[src/rtl/msrv32_imem_fetch_if.sv]
// Instruction-fetch bus bundle: PC/control from the core, request/response to
// instruction memory, and the fetched instruction toward decode.
interface msrv32_imem_fetch_if;
  logic [31:0] pc_in;
  logic        flush_in;
  logic        stall_in;
  logic        imem_req_out;
  logic [31:0] imem_addr_out;
  logic        imem_gnt_in;
  logic        imem_rvalid_in;
  logic [31:0] imem_rdata_in;
  logic [31:0] instr_out;
  logic [31:0] instr_pc_out;
  logic        instr_valid_out;
  logic        pc_advance_out;
  logic        misaligned_out;

  // Fetch unit side
  modport master (
    input  pc_in, flush_in, stall_in, imem_gnt_in, imem_rvalid_in, imem_rdata_in,
    output imem_req_out, imem_addr_out, instr_out, instr_pc_out, instr_valid_out,
    pc_advance_out, misaligned_out
  );

  // Core / memory side
  modport slave (
    output pc_in, flush_in, stall_in, imem_gnt_in, imem_rvalid_in, imem_rdata_in,
    input  imem_req_out, imem_addr_out, instr_out, instr_pc_out, instr_valid_out,
    pc_advance_out, misaligned_out
  );
endinterface

[src/rtl/msrv32_imem_fetch.sv]
// Single-outstanding instruction fetch unit. Issues one request per held
// instruction, discards responses overtaken by a flush, and pulses
// pc_advance_out so the PC register steps before the next request.
module msrv32_imem_fetch #(
  parameter logic [31:0] RESET_INSTR = 32'h0000_0013
) (
  input  logic                        ms_riscv32_mp_clk_in,
  input  logic                        ms_riscv32_mp_rst_in,
  msrv32_imem_fetch_if.master         bus
);

  typedef enum logic [1:0] {StIdle, StReq, StWait, StValid} state_e;

  state_e      r_state;
  logic        r_drop;
  logic [31:0] r_pc_q;
  logic [31:0] r_instr;
  logic [31:0] r_instr_pc;
  logic        r_instr_valid;
  logic        r_pc_advance;

  logic        w_in_req;
  logic        w_aligned;
  logic        w_req;

  // Request decode: only a word-aligned PC may be presented to memory
  always_comb begin
    w_in_req  = (r_state == StReq);
    w_aligned = (bus.pc_in[1:0] == 2'b00);
    w_req     = w_in_req && w_aligned;
  end

  assign bus.imem_req_out    = w_req;
  assign bus.imem_addr_out   = bus.pc_in;
  assign bus.misaligned_out  = w_in_req && !w_aligned;
  assign bus.instr_out       = r_instr;
  assign bus.instr_pc_out    = r_instr_pc;
  assign bus.instr_valid_out = r_instr_valid;
  assign bus.pc_advance_out  = r_pc_advance;

  // Fetch FSM with registered instruction outputs and advance pulse
  always_ff @(posedge ms_riscv32_mp_clk_in or posedge ms_riscv32_mp_rst_in) begin
    if (ms_riscv32_mp_rst_in) begin
      r_state       <= StIdle;
      r_drop        <= 1'b0;
      r_pc_q        <= 32'h0;
      r_instr       <= RESET_INSTR;
      r_instr_pc    <= 32'h0;
      r_instr_valid <= 1'b0;
      r_pc_advance  <= 1'b0;
    end else begin
      r_pc_advance <= 1'b0;
      unique case (r_state)
        StIdle: r_state <= StReq;
        StReq: begin
          // Misaligned PC or ungranted request just waits here; a flush
          // simply means the redirected pc_in is used next cycle.
          if (w_req && bus.imem_gnt_in) begin
            r_pc_q  <= bus.pc_in;
            r_drop  <= bus.flush_in;
            r_state <= StWait;
          end
        end
        StWait: begin
          if (bus.imem_rvalid_in) begin
            if (r_drop || bus.flush_in) begin
              r_drop  <= 1'b0;
              r_state <= StReq;
            end else begin
              r_instr       <= bus.imem_rdata_in;
              r_instr_pc    <= r_pc_q;
              r_instr_valid <= 1'b1;
              r_pc_advance  <= 1'b1;
              r_state       <= StValid;
            end
          end else if (bus.flush_in) begin
            // Response still owed by memory; remember to throw it away
            r_drop <= 1'b1;
          end
        end
        StValid: begin
          if (bus.flush_in) begin
            r_instr_valid <= 1'b0;
            r_instr       <= RESET_INSTR;
            r_state       <= StReq;
          end else if (!bus.stall_in) begin
            r_instr_valid <= 1'b0;
            r_state       <= StReq;
          end
        end
        default: r_state <= StIdle;
      endcase
    end
  end

endmodule

[src/flat_wrapper.sv]
// flat-port wrapper written by rule: the top's interface ports become plain ports
module msrv32_imem_fetch_flat 
#(
  parameter logic [31:0] RESET_INSTR = 32'h0000_0013
)
  (ms_riscv32_mp_clk_in, ms_riscv32_mp_rst_in, bus_pc_in, bus_flush_in, bus_stall_in, bus_imem_gnt_in, bus_imem_rvalid_in, bus_imem_rdata_in, bus_imem_req_out, bus_imem_addr_out, bus_instr_out, bus_instr_pc_out, bus_instr_valid_out, bus_pc_advance_out, bus_misaligned_out);
  msrv32_imem_fetch_if bus_i ();
  input  logic ms_riscv32_mp_clk_in;
  input  logic ms_riscv32_mp_rst_in;
  input wire logic [$bits(bus_i.pc_in)-1:0] bus_pc_in;
  input wire logic [$bits(bus_i.flush_in)-1:0] bus_flush_in;
  input wire logic [$bits(bus_i.stall_in)-1:0] bus_stall_in;
  input wire logic [$bits(bus_i.imem_gnt_in)-1:0] bus_imem_gnt_in;
  input wire logic [$bits(bus_i.imem_rvalid_in)-1:0] bus_imem_rvalid_in;
  input wire logic [$bits(bus_i.imem_rdata_in)-1:0] bus_imem_rdata_in;
  output wire logic [$bits(bus_i.imem_req_out)-1:0] bus_imem_req_out;
  output wire logic [$bits(bus_i.imem_addr_out)-1:0] bus_imem_addr_out;
  output wire logic [$bits(bus_i.instr_out)-1:0] bus_instr_out;
  output wire logic [$bits(bus_i.instr_pc_out)-1:0] bus_instr_pc_out;
  output wire logic [$bits(bus_i.instr_valid_out)-1:0] bus_instr_valid_out;
  output wire logic [$bits(bus_i.pc_advance_out)-1:0] bus_pc_advance_out;
  output wire logic [$bits(bus_i.misaligned_out)-1:0] bus_misaligned_out;
  assign bus_i.pc_in = bus_pc_in;
  assign bus_i.flush_in = bus_flush_in;
  assign bus_i.stall_in = bus_stall_in;
  assign bus_i.imem_gnt_in = bus_imem_gnt_in;
  assign bus_i.imem_rvalid_in = bus_imem_rvalid_in;
  assign bus_i.imem_rdata_in = bus_imem_rdata_in;
  assign bus_imem_req_out = bus_i.imem_req_out;
  assign bus_imem_addr_out = bus_i.imem_addr_out;
  assign bus_instr_out = bus_i.instr_out;
  assign bus_instr_pc_out = bus_i.instr_pc_out;
  assign bus_instr_valid_out = bus_i.instr_valid_out;
  assign bus_pc_advance_out = bus_i.pc_advance_out;
  assign bus_misaligned_out = bus_i.misaligned_out;
  msrv32_imem_fetch #(.RESET_INSTR(RESET_INSTR)) u_core (.ms_riscv32_mp_clk_in(ms_riscv32_mp_clk_in), .ms_riscv32_mp_rst_in(ms_riscv32_mp_rst_in), .bus(bus_i));
endmodule
[config.mk]
export PLATFORM = sky130hd
export DESIGN_NAME = msrv32_imem_fetch_flat
export DESIGN_NICKNAME = d
export VERILOG_FILES = /design/src/rtl/msrv32_imem_fetch_if.sv /design/src/rtl/msrv32_imem_fetch.sv /design/src/flat_wrapper.sv
export SDC_FILE = /design/constraint.sdc
export NUM_CORES = 1
export LEC_CHECK = 0
export ABC_AREA = 1
export CORE_AREA = 10 10 94 96
export CTS_CLUSTER_DIAMETER = 40
export DETAILED_ROUTE_END_ITERATION = 8
export DIE_AREA = 0 0 104 106
export DONT_BUFFER_PORTS = 1
export GPL_TIMING_DRIVEN = 1
export PLACE_DENSITY_LB_ADDON = 0.1
export SLEW_MARGIN = 20
export SYNTH_ARGS = -nofsm -noshare
export SYNTH_HDL_FRONTEND = slang
export SYNTH_SLANG_ARGS = --single-unit
export TNS_END_PERCENT = 10
[constraint.sdc]
create_clock -name ms_riscv32_mp_clk_in -period 3.62 [get_ports ms_riscv32_mp_clk_in]
set_input_delay 0.724 -clock ms_riscv32_mp_clk_in [delete_from_list [all_inputs] [get_ports ms_riscv32_mp_clk_in]]
set_output_delay 0.724 -clock ms_riscv32_mp_clk_in [all_outputs]
set_load 0.01 [all_outputs]
==> Word level (Yosys, flattened, before mapping) <==
Index checks and enable logic that the tools add are counted.
{ "totals": {"ff_bits": 101, "inputBits": 70, "word_cells": 56} }
{ "op_classes": {"eq_ne": 10, "muxes": 23, "n_bitwise": 1, "n_reduce_logical": 15} }
{ "ops": {"columns": ["cell", "count"], "rows": [
  ["2-to-1 mux 32 bit", 3],
  ["one-hot mux 32 bit (2 select lines)", 1],
  ["AND reduction 4 bit", 3],
  ["2-to-1 mux 1 bit", 11],
  ["2-to-1 mux 2 bit", 5],
  ["inequality test 2 bit, second input constant", 4],
  ["one-hot mux 2 bit (4 select lines)", 1],
  ["inequality test 3 bit, second input constant", 2],
  ["AND reduction 3 bit", 2],
  ["equality test 2 bit, second input constant", 2],
  ["zero test 2 bit", 2],
  ["one-hot mux 1 bit (2 select lines)", 2],
  ["nonzero test 2 bit", 2],
  ["logical AND 1 bit", 3],
  ["inequality test 3 x 2 -> 1 bit, second input constant", 1],
  ["equality test 2 x 1 -> 1 bit, second input constant", 1],
  ["AND reduction 2 bit", 1],
  ["zero test 1 bit", 1],
  ["logical OR 1 bit", 1],
  ["inverter 1 bit", 1]
]} }

==> Logic depth before layout (Yosys ltp) <==
Gate-level depths: netlist of the first run.
{ "logic_depth": {"depth_word": 5, "ltp_mapped": 10} }

==> Worst setup path before layout of the first run <==
Ideal clock, no wire load.
{ "synth_path": {"path_kind": "input to output", "start": "input bus_pc_in[1]", "end": "output bus_imem_req_out", "arrival_time_ns": 1.025, "required_ns": 2.896, "path_slack_ns": 1.871, "stages": 1, "n_path_buf": 0, "path_cell_list": "nor3_1"} }
{ "synth_between": {"elab_chain_len": 2} }
{ "synth_lines": {"columns": ["item", "line_no", "rtl"], "rows": [
  ["start: declaration", "flat_wrapper.sv:10", "input wire logic [$bits(bus_i.pc_in)-1:0] bus_pc_in;"],
  ["zero test 2 bit", "msrv32_imem_fetch.sv:29", "w_aligned = (bus.pc_in[1:0] == 2'b00);"],
  ["logical AND 1 bit", "msrv32_imem_fetch.sv:30", "w_req = w_in_req && w_aligned;"],
  ["end: declaration", "flat_wrapper.sv:16", "output wire logic [$bits(bus_i.imem_req_out)-1:0] bus_imem_req_out;"]
]} }
Every way passes these cells.

==> Worst setup path after layout of the first run <==
{ "layout_path": {"start": "register u_core.r_state[0]", "end": "register u_core.r_instr[24] (netlist: u_core.bus.instr_out[24])"} }
{ "layout_between": {"elab_chain_len": 3, "word_cells_on_any_way": 8, "cone_classes": "eq/ne (5); mux (1); reduce/logical (2)"} }
{ "layout_lines": {"columns": ["item", "line_no", "rtl"], "rows": [
  ["start: declaration", "msrv32_imem_fetch.sv:14", "state_e r_state;"],
  ["start signal: assignment", "msrv32_imem_fetch.sv:44", "r_state <= StIdle;"],
  ["start signal: assignment", "msrv32_imem_fetch.sv:54", "StIdle: r_state <= StReq;"],
  ["start signal: assignment", "msrv32_imem_fetch.sv:61", "r_state <= StWait;"],
  ["equality test 2 bit", "msrv32_imem_fetch.sv:53", "unique case (r_state)"],
  ["inequality test 2 bit (no line) or nonzero test 2 bit (tied branches)", null, null],
  ["AND reduction 4 bit (no line)", null, null],
  ["end signal: assignment", "msrv32_imem_fetch.sv:70", "r_instr <= bus.imem_rdata_in;"],
  ["end: declaration", "msrv32_imem_fetch.sv:17", "logic [31:0] r_instr;"]
]} }
Several ways; a longest one is shown, not always the timed one.
A chain may end at the register's enable or synchronous reset.

==> metrics, run 1 <==
result of the run=finished, final reports clean; library cells used by synthesis=20; per-cell routed wire length=16.6 µm; Critical Path RT=3.88 ns; number of antenna violations at the first check in global routing=0; number of hold violations in the final report=0; critical register-to-register path endpoint=u_core.bus.instr_out[24]; first-pass GRT wire length=14.0 mm; die width=104 µm; Setup crit start=u_core.r_state[0]; element type at the critical path end=flip-flop; total number of H-tree levels=3; reported max-cap violation count=0; library cell occupying the most area in the post-synthesis netlist=dfrtp_1; R2R cell count=8; Clock Skew=0.00641 ns; signed area change from the synthesized netlist to the final layout=-0.844%; cell count after synthesis=465; Gates resized, CTS repair=0; first-pass iteration count of the detailed router=4; post-placement cell count=516; maximum number of pins on one net before global-route repair=88; Max Fclk=0.425 GHz; Initial DRC Count=135; DRC viols=0; placeable core region=0.00706 mm²; Avg Cell Area, Syn=9.25 µm²; setup-violating endpoint count in the final report=0; share of final-layout standard cells stronger than drive strength 1=6.47%; clock transition at the register clock pins on the worst setup and hold paths after CTS=0.09 ns; total area of multi-input combinational cells=0.00110 mm²; Clk Latency, worst-skew pair=0.35 ns; DP Wirelength=6.21 mm; min Tclk post-route=2.35 ns; power density over cell area=816 mW/mm²; leakage power total=2.14 nW; number of global-route vias before repair=2564; Core Util, Final=60.4%; count of state elements after synthesis=101; delay of the slowest cell on the worst path=0.80 ns; gp weighted congestion=0.759; Synthesized Nets=539; Synth Warn #=0; Root Driver=clkbuf_8; highest-delay cell along the critical path=inv_1; share of Yosys cell area claimed by the top area cell type=57.0%; CTS tree=yes; total CTS buffers=9; Crit Path Max Fanout=32; pins over their slew limit=0; number of post-CTS setup repair buffers=0; via density per instance=5.09; reg2reg start=u_core.r_state[0]; port buffer count=0; non-filler cells, final=532; Startpoint Class=flip-flop; Arrival @ worst endpoint=2.62 ns; total die area=0.0110 mm²; maximum buffer depth of the clock tree=2; Initial Util=60.9%; crit path capture=u_core.bus.instr_out[24]; worst slew slack as a fraction of its limit=36.8%; clock sink total=101; Post-CTS Hold Buffers=0; Chip Height=106 µm; overall routing resource usage=15.7%; Worst Max-Slew Pin Slew=0.947 ns; largest vdd supply drop=0.423 mV; r2r setup slk=1.27 ns; combined area of all synthesized cells=0.00430 mm²; worst hold-check path type=input pin to async pin; Top-Level Pins=170; most used cell, CP=inv_1; Fin Setup TNS=0 ns; total via count in the routed design=2708; filler cell count in the final layout=634; total gr overflow=0; top area cells in the synthesized netlist=dfrtp_1 (57%), o21ai_0 (6.7%), buf_4 (6.6%); critical-path cell list=inv_1 > ha_1 > nand2_1 > inv_1 > nand2_2 > inv_1 > nand3_1 > o21ai_0; standard-cell rows=31; WL final=8.84 mm; antenna cell count=0; antenna-violating nets left=0; type of the setup path with the least slack=flip-flop to flip-flop; Total Nets Final=502; Tcrit/Tclk final=65.0%; sequential area share after synthesis=58.8%; unrepaired setup endpoints after global routing=false; combined flip-flop and latch cell area=0.00253 mm²
==> metrics by stage <==
| step | total power [mW] | instance area (µm²) | hold slack, ns | setup WS, ns |
|---|---|---|---|---|
| global route | 3.77 | 4270 | 0.399 | 0.986 |
| CTS | 3.54 | 4260 | 0.479 | 1.26 |
| detailed placement | 2.90 | 4090 | 0.456 | 1.23 |
| global placement | 2.86 | 4090 | 0.449 | 1.29 |
| finish | 3.48 | 4270 | 0.370 | 1.27 |
| floorplan | 2.70 | 4300 | 0.436 | 0.254 |
==> logic make-up after synthesis <==
family | synth area share (%)
adders and majority gates | 1.16
buffers and inverters | 15.5
DFF | 58.8
AOI/OAI and AO/OA | 11.5
and+or+nand+nor | 13.0
==> critical path: cells and delay by family (launching register included) <==
family	cells	cell delay [ns]
simple gates	3	0.50
fa+ha+maj	1	0.24
compound gates	1	0.13
buf+inv	3	0.94
flops	1	0.44
==> per-layer routing <==
metal	vias to the layer above	track usage (%)	routed length, µm
met5	-	0	0
met4	0	6.26	87
met3	6	7.13	925
met2	96	22.8	4060
met1	1268	20.2	3770
li1	1338	-	-
==> Yosys cell counts <==
library cell	count
a21oi_1	31
a21oi_4	1
buf_2	5
buf_4	38
buf_6	3
clkbuf_1	7
clkbuf_8	1
dfrtp_1	98
dfstp_2	3
ha_1	4
inv_1	75
nand2_1	55
nand2_2	1
nand3_1	32
nand3_2	1
nor2_1	42
nor3_1	4
o21ai_0	58
o21ai_1	5
o21bai_1	1
==> layout by cell type (no fill, tap or decap), types with 4 or more instances in the layout <==
master    synthesis  layout
dfrtp_1          98      98
nand3_1          32      32
nor3_1            4       4
nor2_1           42      42
buf_4            38       6
a21oi_1          31      31
inv_1            75      74
ha_1              4       4
o21ai_0          58      58
nand2_1          55      55
o21ai_1           5       5
clkbuf_8          1       9
==> registers in the layout, indices dropped and copies added, names as in the netlist <==
name                        count
u_core.bus.pc_advance_out       1
u_core.bus.instr_out           32
u_core.r_state                  2
u_core.bus.instr_valid_out      1
u_core.bus.instr_pc_out        32
u_core.r_pc_q                  32
u_core.r_drop                   1
==> layout make-up <==
type	count	area share, %
Tap cell	99	2.90
Timing Repair Buffer	6	1.06
Sequential cell	101	59.3
Multi-Input combinational cell	235	25.9
Clock buffer	10	2.99
Clock inverter	6	1.09
Inverter	75	6.72
==> report_power, final <==
part / leakage, nW / internal (mW) / switching [mW]
sequential: 1.25 / 1.64 / 0.484
combinational: 0.810 / 0.272 / 0.448
clock: 0.0833 / 0.255 / 0.380
total: 2.14 / 2.17 / 1.31
==> worst min path at each step <==
stage | to | cells after the start
after floorplan | u_core.r_pc_q[0] | 2
after global placement | u_core.r_pc_q[1] | 2
after detailed placement | u_core.r_pc_q[1] | 2
after CTS | u_core.r_pc_q[1] | 2
after global routing | u_core.bus.instr_pc_out[23] | 1
final | u_core.r_pc_q[30] | 1
Power figures use the tool's default switching activity.
==> run 2, diff against run 1 <==
==> constraint.sdc (replaced) <==
create_clock -name ms_riscv32_mp_clk_in -period 2.2 [get_ports ms_riscv32_mp_clk_in]
set_input_delay 0.44 -clock ms_riscv32_mp_clk_in [delete_from_list [all_inputs] [get_ports ms_riscv32_mp_clk_in]]
set_output_delay 0.44 -clock ms_riscv32_mp_clk_in [all_outputs]
set_load 0.01 [all_outputs]
==> run 2 against run 1 <==
Against the previous run:
- combinational power increased by 71%
- clock power increased by 130%
- sequential share of layout area fell by 2.0 points
- sequential power rose by 64%
- via count down 0.55%
- highest routed layer unchanged
- global-route usage up 0.27 points
- largest cell class unchanged
- routed wire length hardly changed
==> metrics, run 2 (synthesis gave the netlist of run 1 again) <==
result of the run=finished, final reports clean; total CTS buffers=9 (unchanged); setup-violating endpoint count in the final report=0 (unchanged); die width=104 µm (unchanged); min Tclk post-route=1.90 ns; DP Wirelength=6.56 mm (+5.6%); Worst Max-Slew Pin Slew=0.726 ns (-0.221 ns); Max Fclk=0.527 GHz; Gates resized, CTS repair=0 (unchanged); signed area change from the synthesized netlist to the final layout=2.53%; unrepaired setup endpoints after global routing=false; number of hold violations in the final report=0 (unchanged); Clk Latency, worst-skew pair=0.35 ns (about the same); Fin Setup TNS=0 ns (unchanged); proportion of power drawn by the clock network=23.9% (+5.7 points); Startpoint Class=flip-flop; overall routing resource usage=16.0% (+0.27 points); Root Driver=clkbuf_8; number of global-route vias before repair=2621 (+2.2%); clock sink total=101 (unchanged); final setup slack of the worst path=0.301 ns (-0.965 ns); first-pass iteration count of the detailed router=4 (unchanged); Place WS=0.507 ns (-0.726 ns); DRC viols=0 (unchanged); total die area=0.0110 mm² (unchanged); Initial DRC Count=93 (-31%); clock transition at the register clock pins on the worst setup and hold paths after CTS=0.10 ns (about the same); Internal Pwr Total=4.04 mW (+86%); share of final-layout standard cells stronger than drive strength 1=7.13% (+0.66 points); per-cell routed wire length=16.6 µm (-0.32%); total gr overflow=0 (unchanged); antenna cell count=0 (unchanged); r2r setup slk=0.52 ns (-0.75 ns); Clock Skew=0.00988 ns (+0.00347 ns); gp weighted congestion=0.800 (+5.4%); leakage power total=2.21 nW (+3.0%); element type at the critical path end=primary output; Arrival @ worst endpoint=1.46 ns (-1.16 ns); Critical Path RT=1.76 ns (-2.12 ns); top library cells by usage in the layout, fill and taps aside=dfrtp_1 (98), inv_1 (74), o21ai_0 (58), nand2_1 (55), nor2_1 (42); Chip Height=106 µm (unchanged); commonest non-fill, non-tap cell in the layout=dfrtp_1; antenna-violating nets left=0 (unchanged); standard-cell rows=31 (unchanged); Crit Path Max Fanout=4 (-88%); placeable core region=0.00706 mm² (unchanged); number of antenna violations at the first check in global routing=0 (unchanged); Initial Util=60.9% (unchanged); total via count in the routed design=2693 (-0.55%); logic gate share of total power=19.7% (-1.0 points); reported max-cap violation count=0 (unchanged); type of the setup path with the least slack=flip-flop to primary output; Top-Level Pins=170 (unchanged); CTS tree=yes; number of post-CTS setup repair buffers=0 (unchanged); via density per instance=5.04 (-0.93%); worst slew slack as a fraction of its limit=51.5% (+15 points); worst hold-check path type=input pin to async pin; Tcrit/Tclk final=86.3%; port buffer count=0 (unchanged); power density over cell area=1410 mW/mm² (+72%); total number of H-tree levels=3 (unchanged); sw power=2.17 mW (+65%); maximum number of pins on one net before global-route repair=41 (-53%); maximum buffer depth of the clock tree=2 (unchanged); WL final=8.84 mm (about the same); pins over their slew limit=0 (unchanged); part of the power in registers=56.4% (-4.7 points); switching share of power=34.9% (-2.8 points); Total Nets Final=505 (+0.60%); first-pass GRT wire length=14.3 mm (+2.4%); Post-CTS Hold Buffers=0 (unchanged); largest vdd supply drop=0.681 mV (+61%)
[run 2: changes by cell type in the layout (fill, tap and decap cells not counted), sizes merged]
cell and delta:
clkbuf -1, bufinv +4, inv -3, buf +3, clkinv -1
[run 2: per-layer routing]
layer	up-vias	wire length (µm)	track usage, %
met3	8	803	5.86
met2	98	4140	24.5
li1	1339	-	-
met5	-	0	0
met1	1248	3800	20.6
met4	0	99	5.67
[run 2: final cells by class]
| class | count | area [µm²] |
|---|---|---|
| clock buffer | 9 | 124 |
| clock inverter | 6 | 136 |
| fill | 635 | 2650 |
| inverter | 75 | 285 |
| multi-input combinational | 235 | 1100 |
| sequential | 101 | 2530 |
| tap | 99 | 124 |
| timing repair buffer | 9 | 105 |
[run 2: worst max-delay path: stages (launching register included)]
cell	delay, ns
dfrtp_1	0.42
inv_1	0.09
ha_1	0.20
inv_1	0.10
nor3_1	0.31
[run 2: path summary, 6_finish.rpt]
path                                                    end  cells past startpoint                   from
min in group ms_riscv32_mp_clk_in  u_core.bus.instr_out[21]                      2  bus_imem_rdata_in[21]
hold / removal                            u_core.r_pc_q[13]                      1   ms_riscv32_mp_rst_in
setup / recovery                           bus_imem_req_out                      4      u_core.r_state[1]
hold reg to reg                            u_core.r_pc_q[0]                      2       u_core.r_pc_q[0]
max in group asynchronous           u_core.bus.instr_out[1]                      2   ms_riscv32_mp_rst_in
setup reg to reg                    u_core.bus.instr_out[2]                      8      u_core.r_state[0]
[run 2: stage by stage]
step / power (mW) / util [%] / cells / hold slack, ns / cell area, µm²
2_1_floorplan: 4.44 / - / 465 / 0.436 / 4310
3_3_place_gp: 4.72 / 58.8 / 519 / 0.450 / 4150
3_5_place_dp: 4.82 / 58.8 / 519 / 0.455 / 4150
4_1_cts: 6.30 / 62.5 / 534 / 0.0750 / 4410
5_1_grt: 6.69 / 62.5 / 534 / 0.0975 / 4410
6_report: 6.21 / 62.5 / 534 / 0.0634 / 4410
[run 2: power by group through the flow]
stage	Clock [mW]	Combinational (mW)	Sequential [mW]
detailed placement	0	1.25	3.57
floorplan	0	1.09	3.35
global placement	0	1.18	3.55
finish	1.48	1.23	3.50
CTS	1.51	1.25	3.54
global route	1.60	1.47	3.62
